<file path="src/rtl/cdb_arbiter.sv">
// -----------------------------------------------------------------------------
// cdb_arbiter
//
// Collects completed results from the reservation stations (memory, adder,
// multiplier) into one holding slot per source. A round-robin arbiter then
// broadcasts one held result per cycle on the registered common data bus.
//
// Ports
//   clk            clock
//   reset          synchronous, active-high reset
//   en_i           global enable; all state frozen while low
//   src_valid_i    per-source result-present strobe
//   src_data_i     flattened results, source k at [k*DATA_W +: DATA_W]
//   src_tag_i      flattened tags, source k at [k*TAG_W +: TAG_W]
//   src_ack_o      combinational accept, result taken at this clock edge
//   cdb_valid_o    registered broadcast valid
//   cdb_data_o     registered broadcast data
//   cdb_tag_o      registered broadcast tag
//   err_bad_tag_o  registered one-cycle pulse when a tag_valid==0 result is dropped
// -----------------------------------------------------------------------------
module cdb_arbiter #(
    parameter int NUM_SRC = 3,
    parameter int DATA_W  = 32,
    parameter int TAG_W   = 8
) (
    input  logic                      clk,
    input  logic                      reset,
    input  logic                      en_i,
    input  logic [NUM_SRC-1:0]        src_valid_i,
    input  logic [NUM_SRC*DATA_W-1:0] src_data_i,
    input  logic [NUM_SRC*TAG_W-1:0]  src_tag_i,
    output logic [NUM_SRC-1:0]        src_ack_o,
    output logic                      cdb_valid_o,
    output logic [DATA_W-1:0]         cdb_data_o,
    output logic [TAG_W-1:0]          cdb_tag_o,
    output logic                      err_bad_tag_o
);

    localparam int PTR_W = (NUM_SRC > 1) ? $clog2(NUM_SRC) : 1;

    // Holding slots
    logic [NUM_SRC-1:0] full_q, full_d;
    logic [DATA_W-1:0]  data_q [NUM_SRC];
    logic [DATA_W-1:0]  data_d [NUM_SRC];
    logic [TAG_W-1:0]   tag_q  [NUM_SRC];
    logic [TAG_W-1:0]   tag_d  [NUM_SRC];

    // Arbitration pointer and broadcast registers
    logic [PTR_W-1:0]   rr_ptr_q, rr_ptr_d;
    logic               cdb_valid_q, cdb_valid_d;
    logic [DATA_W-1:0]  cdb_data_q, cdb_data_d;
    logic [TAG_W-1:0]   cdb_tag_q, cdb_tag_d;
    logic               err_q, err_d;

    // Grant
    logic [NUM_SRC-1:0] grant_s;
    logic [PTR_W-1:0]   grant_idx_s;
    logic               any_grant_s;
    logic [PTR_W-1:0]   cand_s;

    // Round-robin search: first full slot at or after rr_ptr, wrapping.
    always_comb begin
        grant_s     = '0;
        grant_idx_s = '0;
        any_grant_s = 1'b0;
        cand_s      = '0;
        for (int i = 0; i < NUM_SRC; i++) begin
            cand_s = PTR_W'((int'(rr_ptr_q) + i) % NUM_SRC);
            if (!any_grant_s && full_q[cand_s]) begin
                grant_s[cand_s] = 1'b1;
                grant_idx_s     = cand_s;
                any_grant_s     = 1'b1;
            end else begin
                any_grant_s = any_grant_s;
            end
        end
    end

    // Accept a result when its slot is empty or being drained this cycle.
    always_comb begin
        src_ack_o = '0;
        for (int k = 0; k < NUM_SRC; k++) begin
            src_ack_o[k] = en_i & src_valid_i[k] & (~full_q[k] | grant_s[k]);
        end
    end

    // Next-state: broadcast the granted slot, then load acked results.
    always_comb begin
        full_d      = full_q;
        data_d      = data_q;
        tag_d       = tag_q;
        rr_ptr_d    = rr_ptr_q;
        cdb_valid_d = cdb_valid_q;
        cdb_data_d  = cdb_data_q;
        cdb_tag_d   = cdb_tag_q;
        err_d       = err_q;
        if (en_i) begin
            if (any_grant_s) begin
                cdb_valid_d          = 1'b1;
                cdb_data_d           = data_q[grant_idx_s];
                cdb_tag_d            = tag_q[grant_idx_s];
                full_d[grant_idx_s]  = 1'b0;
                rr_ptr_d = (grant_idx_s == PTR_W'(NUM_SRC - 1)) ? '0
                                                                 : grant_idx_s + PTR_W'(1);
            end else begin
                cdb_valid_d = 1'b0;
                cdb_data_d  = '0;
                cdb_tag_d   = '0;
            end
            err_d = 1'b0;
            // A refill here overrides the clear of a just-granted slot.
            for (int k = 0; k < NUM_SRC; k++) begin
                if (src_ack_o[k]) begin
                    if (src_tag_i[k*TAG_W + TAG_W - 1]) begin
                        full_d[k] = 1'b1;
                        data_d[k] = src_data_i[k*DATA_W +: DATA_W];
                        tag_d[k]  = src_tag_i[k*TAG_W +: TAG_W];
                    end else begin
                        err_d = 1'b1;
                    end
                end else begin
                    full_d[k] = full_d[k];
                end
            end
        end else begin
            err_d = err_q;
        end
    end

    // State registers with synchronous reset.
    always_ff @(posedge clk) begin
        if (reset) begin
            full_q      <= '0;
            rr_ptr_q    <= '0;
            cdb_valid_q <= 1'b0;
            cdb_data_q  <= '0;
            cdb_tag_q   <= '0;
            err_q       <= 1'b0;
            for (int k = 0; k < NUM_SRC; k++) begin
                data_q[k] <= '0;
                tag_q[k]  <= '0;
            end
        end else begin
            full_q      <= full_d;
            rr_ptr_q    <= rr_ptr_d;
            cdb_valid_q <= cdb_valid_d;
            cdb_data_q  <= cdb_data_d;
            cdb_tag_q   <= cdb_tag_d;
            err_q       <= err_d;
            for (int k = 0; k < NUM_SRC; k++) begin
                data_q[k] <= data_d[k];
                tag_q[k]  <= tag_d[k];
            end
        end
    end

    assign cdb_valid_o   = cdb_valid_q;
    assign cdb_data_o    = cdb_data_q;
    assign cdb_tag_o     = cdb_tag_q;
    assign err_bad_tag_o = err_q;

endmodule

</file>
<file path="config.mk">
export PLATFORM = sky130hd
export DESIGN_NAME = cdb_arbiter
export DESIGN_NICKNAME = d
export VERILOG_FILES = /design/src/rtl/cdb_arbiter.sv
export SDC_FILE = /design/constraint.sdc
export NUM_CORES = 1
export LEC_CHECK = 0
export ABC_AREA = 1
export ABC_CLOCK_PERIOD_IN_PS = 2900
export CAP_MARGIN = 40
export CORE_ASPECT_RATIO = 1.4
export CORE_MARGIN = 3
export CORE_UTILIZATION = 50
export CTS_CLUSTER_DIAMETER = 60
export DETAILED_ROUTE_END_ITERATION = 8
export GPL_TIMING_DRIVEN = 0
export PLACE_DENSITY_LB_ADDON = 0.1
export RECOVER_POWER = 50
export SLEW_MARGIN = 20
export SYNTH_ARGS = -nofsm -noshare
export SYNTH_HDL_FRONTEND = slang
export SYNTH_SLANG_ARGS = --single-unit
</file>
<file path="constraint.sdc">
create_clock -name clk -period 2.9 [get_ports clk]
set_input_delay 0.435 -clock clk [delete_from_list [all_inputs] [get_ports clk]]
set_output_delay 0.435 -clock clk [all_outputs]
set_load 0.1 [all_outputs]
</file>
==> results list <==
- Clock latency on the worst-skew pair: 430 ps
- The die is 148 um tall.
- For the worst setup path, the data required time is 2470 ps.
- Cell type with the largest total area after synthesis: sky130_fd_sc_hd__dfxtp_1
* Number of placement rows: 51
- Post-cts hold buffer count: 0
* Buffer levels on the longest clock path: 2
* Clock group share of total power: 0.377
* Kind of start point of the critical path: register
* Number of flip-flops and latches in the synthesized netlist: 167
* Most common cell after layout, fill and taps aside: sky130_fd_sc_hd__nand2_1
* Final global-route overflow total: 0
- Area of the placeable core: 14,000 sq um
- In this run the static leakage power is 4.53 nW.
- HP Start: data_q[33]
- TritonCTS built the clock tree.
- Antenna fix cells: 0
- Of the cells placed in the final design, the portion with a size suffix greater than 1 is 0.0935.
- Peak per-stage delay on the critical path: 350 ps
- In this run the worst setup path begins at rr_ptr_q[0].
- Via/cell ratio: 5.43
- Hold is met by 463 ps.
- Transition time at the pin with the least slew margin: 1180 ps
- Clock root buffer: sky130_fd_sc_hd__clkbuf_16
* Vias in the first global route: 7,848
- Result of the run: completed
- Wires add up to 25,900 um.
- The final hold violation count came to 0.
* Maximum achievable frequency: 0.359 GHz
* First-pass GRT wire length: 39,700 um
* Final Critical Period: 2790 ps
- Largest cells by area after synthesis: sky130_fd_sc_hd__dfxtp_1 46%, sky130_fd_sc_hd__nand2_1 17%, sky130_fd_sc_hd__nand3_1 13%, sky130_fd_sc_hd__a21oi_1 11%, sky130_fd_sc_hd__buf_2 2.2%
- Number of warnings issued by yosys: 0
- Of the total power, registers draw 0.412.
* Post-DR wirelength/cell: 17.9 um
* Cells after DPL: 1,409
* Part of the cycle the worst path needs: 0.962
* Number of instances in the synthesized netlist: 1,012
* Initial antenna violation count: 0
- Setup repair after global routing could not meet its margin everywhere.
* # clock sinks: 167
- The worst register-to-register path begins at rr_ptr_q[0].
* Crit-path most repeated cell: sky130_fd_sc_hd__buf_6
- Once detailed placement completed, the half-perimeter wirelength came to 19,800 um.
- Overall routing resource usage: 0.325
* Largest clock skew in the final design: 7.15 ps
- Dividing total power by cell area gives a power density of 569 nW/um^2.
- Max-slew violations: 0
- Number of buffers and inverters on the critical path: 6
- Internal power consumption: 4.06 mW
- The critical path goes through inv_1 > ha_1 > buf_6 > inv_2 > nand2_1 > nand3_1 > nand2_2 > nor2_4 > buf_4 > a21oi_4 > a31oi_4 > buf_6 > buf_12.
* Power dissipated by switching net loads: 1.82 mW
* Cell Count, Final, Fillers Out: 1,447
* Max-slew headroom at the worst pin: 0.214
* Initial Util: 0.514
- Critical path class: register to primary output
* Remaining antenna violation count after routing: 0
- The floorplan step defined a die boundary enclosing 15,900 sq um.
* Maximum fanout along the worst path: 8
* Worst voltage drop across the vdd grid: 0.426 mV
* Maximum number of pins on one net before global-route repair: 17
- Of the total power, combinational logic draws 0.211.
- Of the total power, the share spent switching nets is 0.310.
* Number of optimization iterations in the first detailed-route pass: 6
- Number of nets produced by synthesis: 1,142
* Fraction of synthesized cell area taken by the top area cell type: 0.463
- Final estimated routing congestion in global placement: 0.974
- From left edge to right edge, the die measures 108 um.
- The worst hold path belongs to the class register to register.
- The cell area that synthesis handed to floorplanning was 7220 sq um.
- Averaged over all synthesized cells, the footprint is 7.13 sq um.
- Fin area: 10,300 sq um
- Post-route DRC violation count: 0
- Distinct cells, synth: 25
* Post-DP Area: 9820 sq um
* Clock-pin slew on the worst setup and hold paths: 70 ps
- Signed area change from the synthesized netlist to the final layout: 43.3%
- The final route contains 7,859 vias.
- The final layout contains 1,379 nets.
- During I/O placement, the number of pins put on the boundary was 171.
- Arrival time of the worst setup path: 2350 ps
- Sequential element share of the synthesized area: 0.463
- TritonCTS created 17 clock buffers.
- The H-tree generated during clock tree synthesis spans 4 levels.
* DRC violation total after the first TritonRoute iteration: 582
* Top library cells by usage in the layout, fill and taps aside: 319 x sky130_fd_sc_hd__nand2_1, 181 x sky130_fd_sc_hd__nand3_1, 165 x sky130_fd_sc_hd__dfxtp_1
* Maxcap violations: 0
- Setup violations remaining at the end of the flow were counted as 0.
- Input and output buffers added on the ports amount to 167.
* CP top delay family: buffers and inverters
- Crit. End Element: primary output
- Critical-path cell with the highest stage delay: sky130_fd_sc_hd__dfxtp_2
[cell type report]
cell class	count	area (sq um)
Timing Repair Buffer	219	2270
Multi-Input combinational cell	726	3370
Sequential cell	167	3350
Buffer	75	372
Inverter	43	164
Clock inverter	14	140
Fill cell	1163	3700
Clock buffer	18	439
Tap cell	185	231
[registers in the layout (all words and copies together), names as in the netlist]
signal / flops
cdb_tag_o: 8
cdb_data_o: 32
tag_q: 24
full_q: 3
cdb_valid_o: 1
data_q: 96
rr_ptr_q: 2
err_bad_tag_o: 1
[worst paths after layout]
kind | cells past startpoint | endpoint | slack (ps)
worst max-delay path | 13 | src_ack_o[0] | 110
worst min-delay path | 2 | data_q[33] | 460
worst max register to register | 15 | cdb_data_o[12] | 190
worst min register to register | 2 | data_q[33] | 460
[per-layer routing]
metal,global-route usage,part of all wire,vias to the layer above
met4,0.219,0.073,0
met3,0.0530,0.058,101
met2,0.560,0.51,338
met1,0.364,0.36,3609
li1,-,-,3811
met5,0,0,-
[cell usage after synthesis (all sizes together)]
master	count
nor2	28
nand3b	8
nand3	184
o21ai	9
dfxtp	167
inv	43
a21oi	159
a21boi	3
nand4	2
clkbuf	35
buf	41
a31oi	3
ha	4
nand2	326
[metrics by stage]
| stage | setup WS [ps] | power [mW] | setup TNS (ps) | util |
|---|---|---|---|---|
| global placement | -748 | 3.61 | -2210 | 0.650 |
| detailed placement | -361 | 3.67 | -1070 | 0.699 |
| finish | 111 | 5.88 | 0 | 0.736 |
| global route | -6.73 | 6.08 | -6.73 | 0.736 |
| CTS | 19.3 | 5.89 | 0 | 0.745 |
| floorplan | 399 | 3.18 | 0 | - |
[timing repair]
item | CTS | global route
pin swaps | 4 | 3
gates resized for setup | 11 | 5
buffers inserted | 8 | 2
cloned | 0 | 0
setup endpoints to repair | 3 | 3
[worst reg2reg max path, delay by kind of cell (launching register included)]
kind                       cells  cell delay (ps)
DFF                            1              350
adders and majority gates      1              300
buffers and inverters          5              660
and+or+nand+nor                9             1360
[power groups by stage]
stage                     sequential, mW  combinational (mW)  clock (mW)
after detailed placement            2.48                1.20           0
after CTS                           2.42                1.24        2.22
after floorplan                     2.56               0.622           0
after global routing                2.43                1.33        2.32
final                               2.43                1.24        2.22
after global placement              2.47                1.14           0
[kinds of logic (layout without fill, tap and decap cells)]
logic type,Yosys count,in the layout,synth area share
buffers and inverters,119,369,0.0727
DFF,167,167,0.463
and+or+nand+nor,548,548,0.332
AOI/OAI and AO/OA,174,174,0.125
adders and majority gates,4,4,0.00694
No activity file was read; power rests on OpenSTA's default activity.
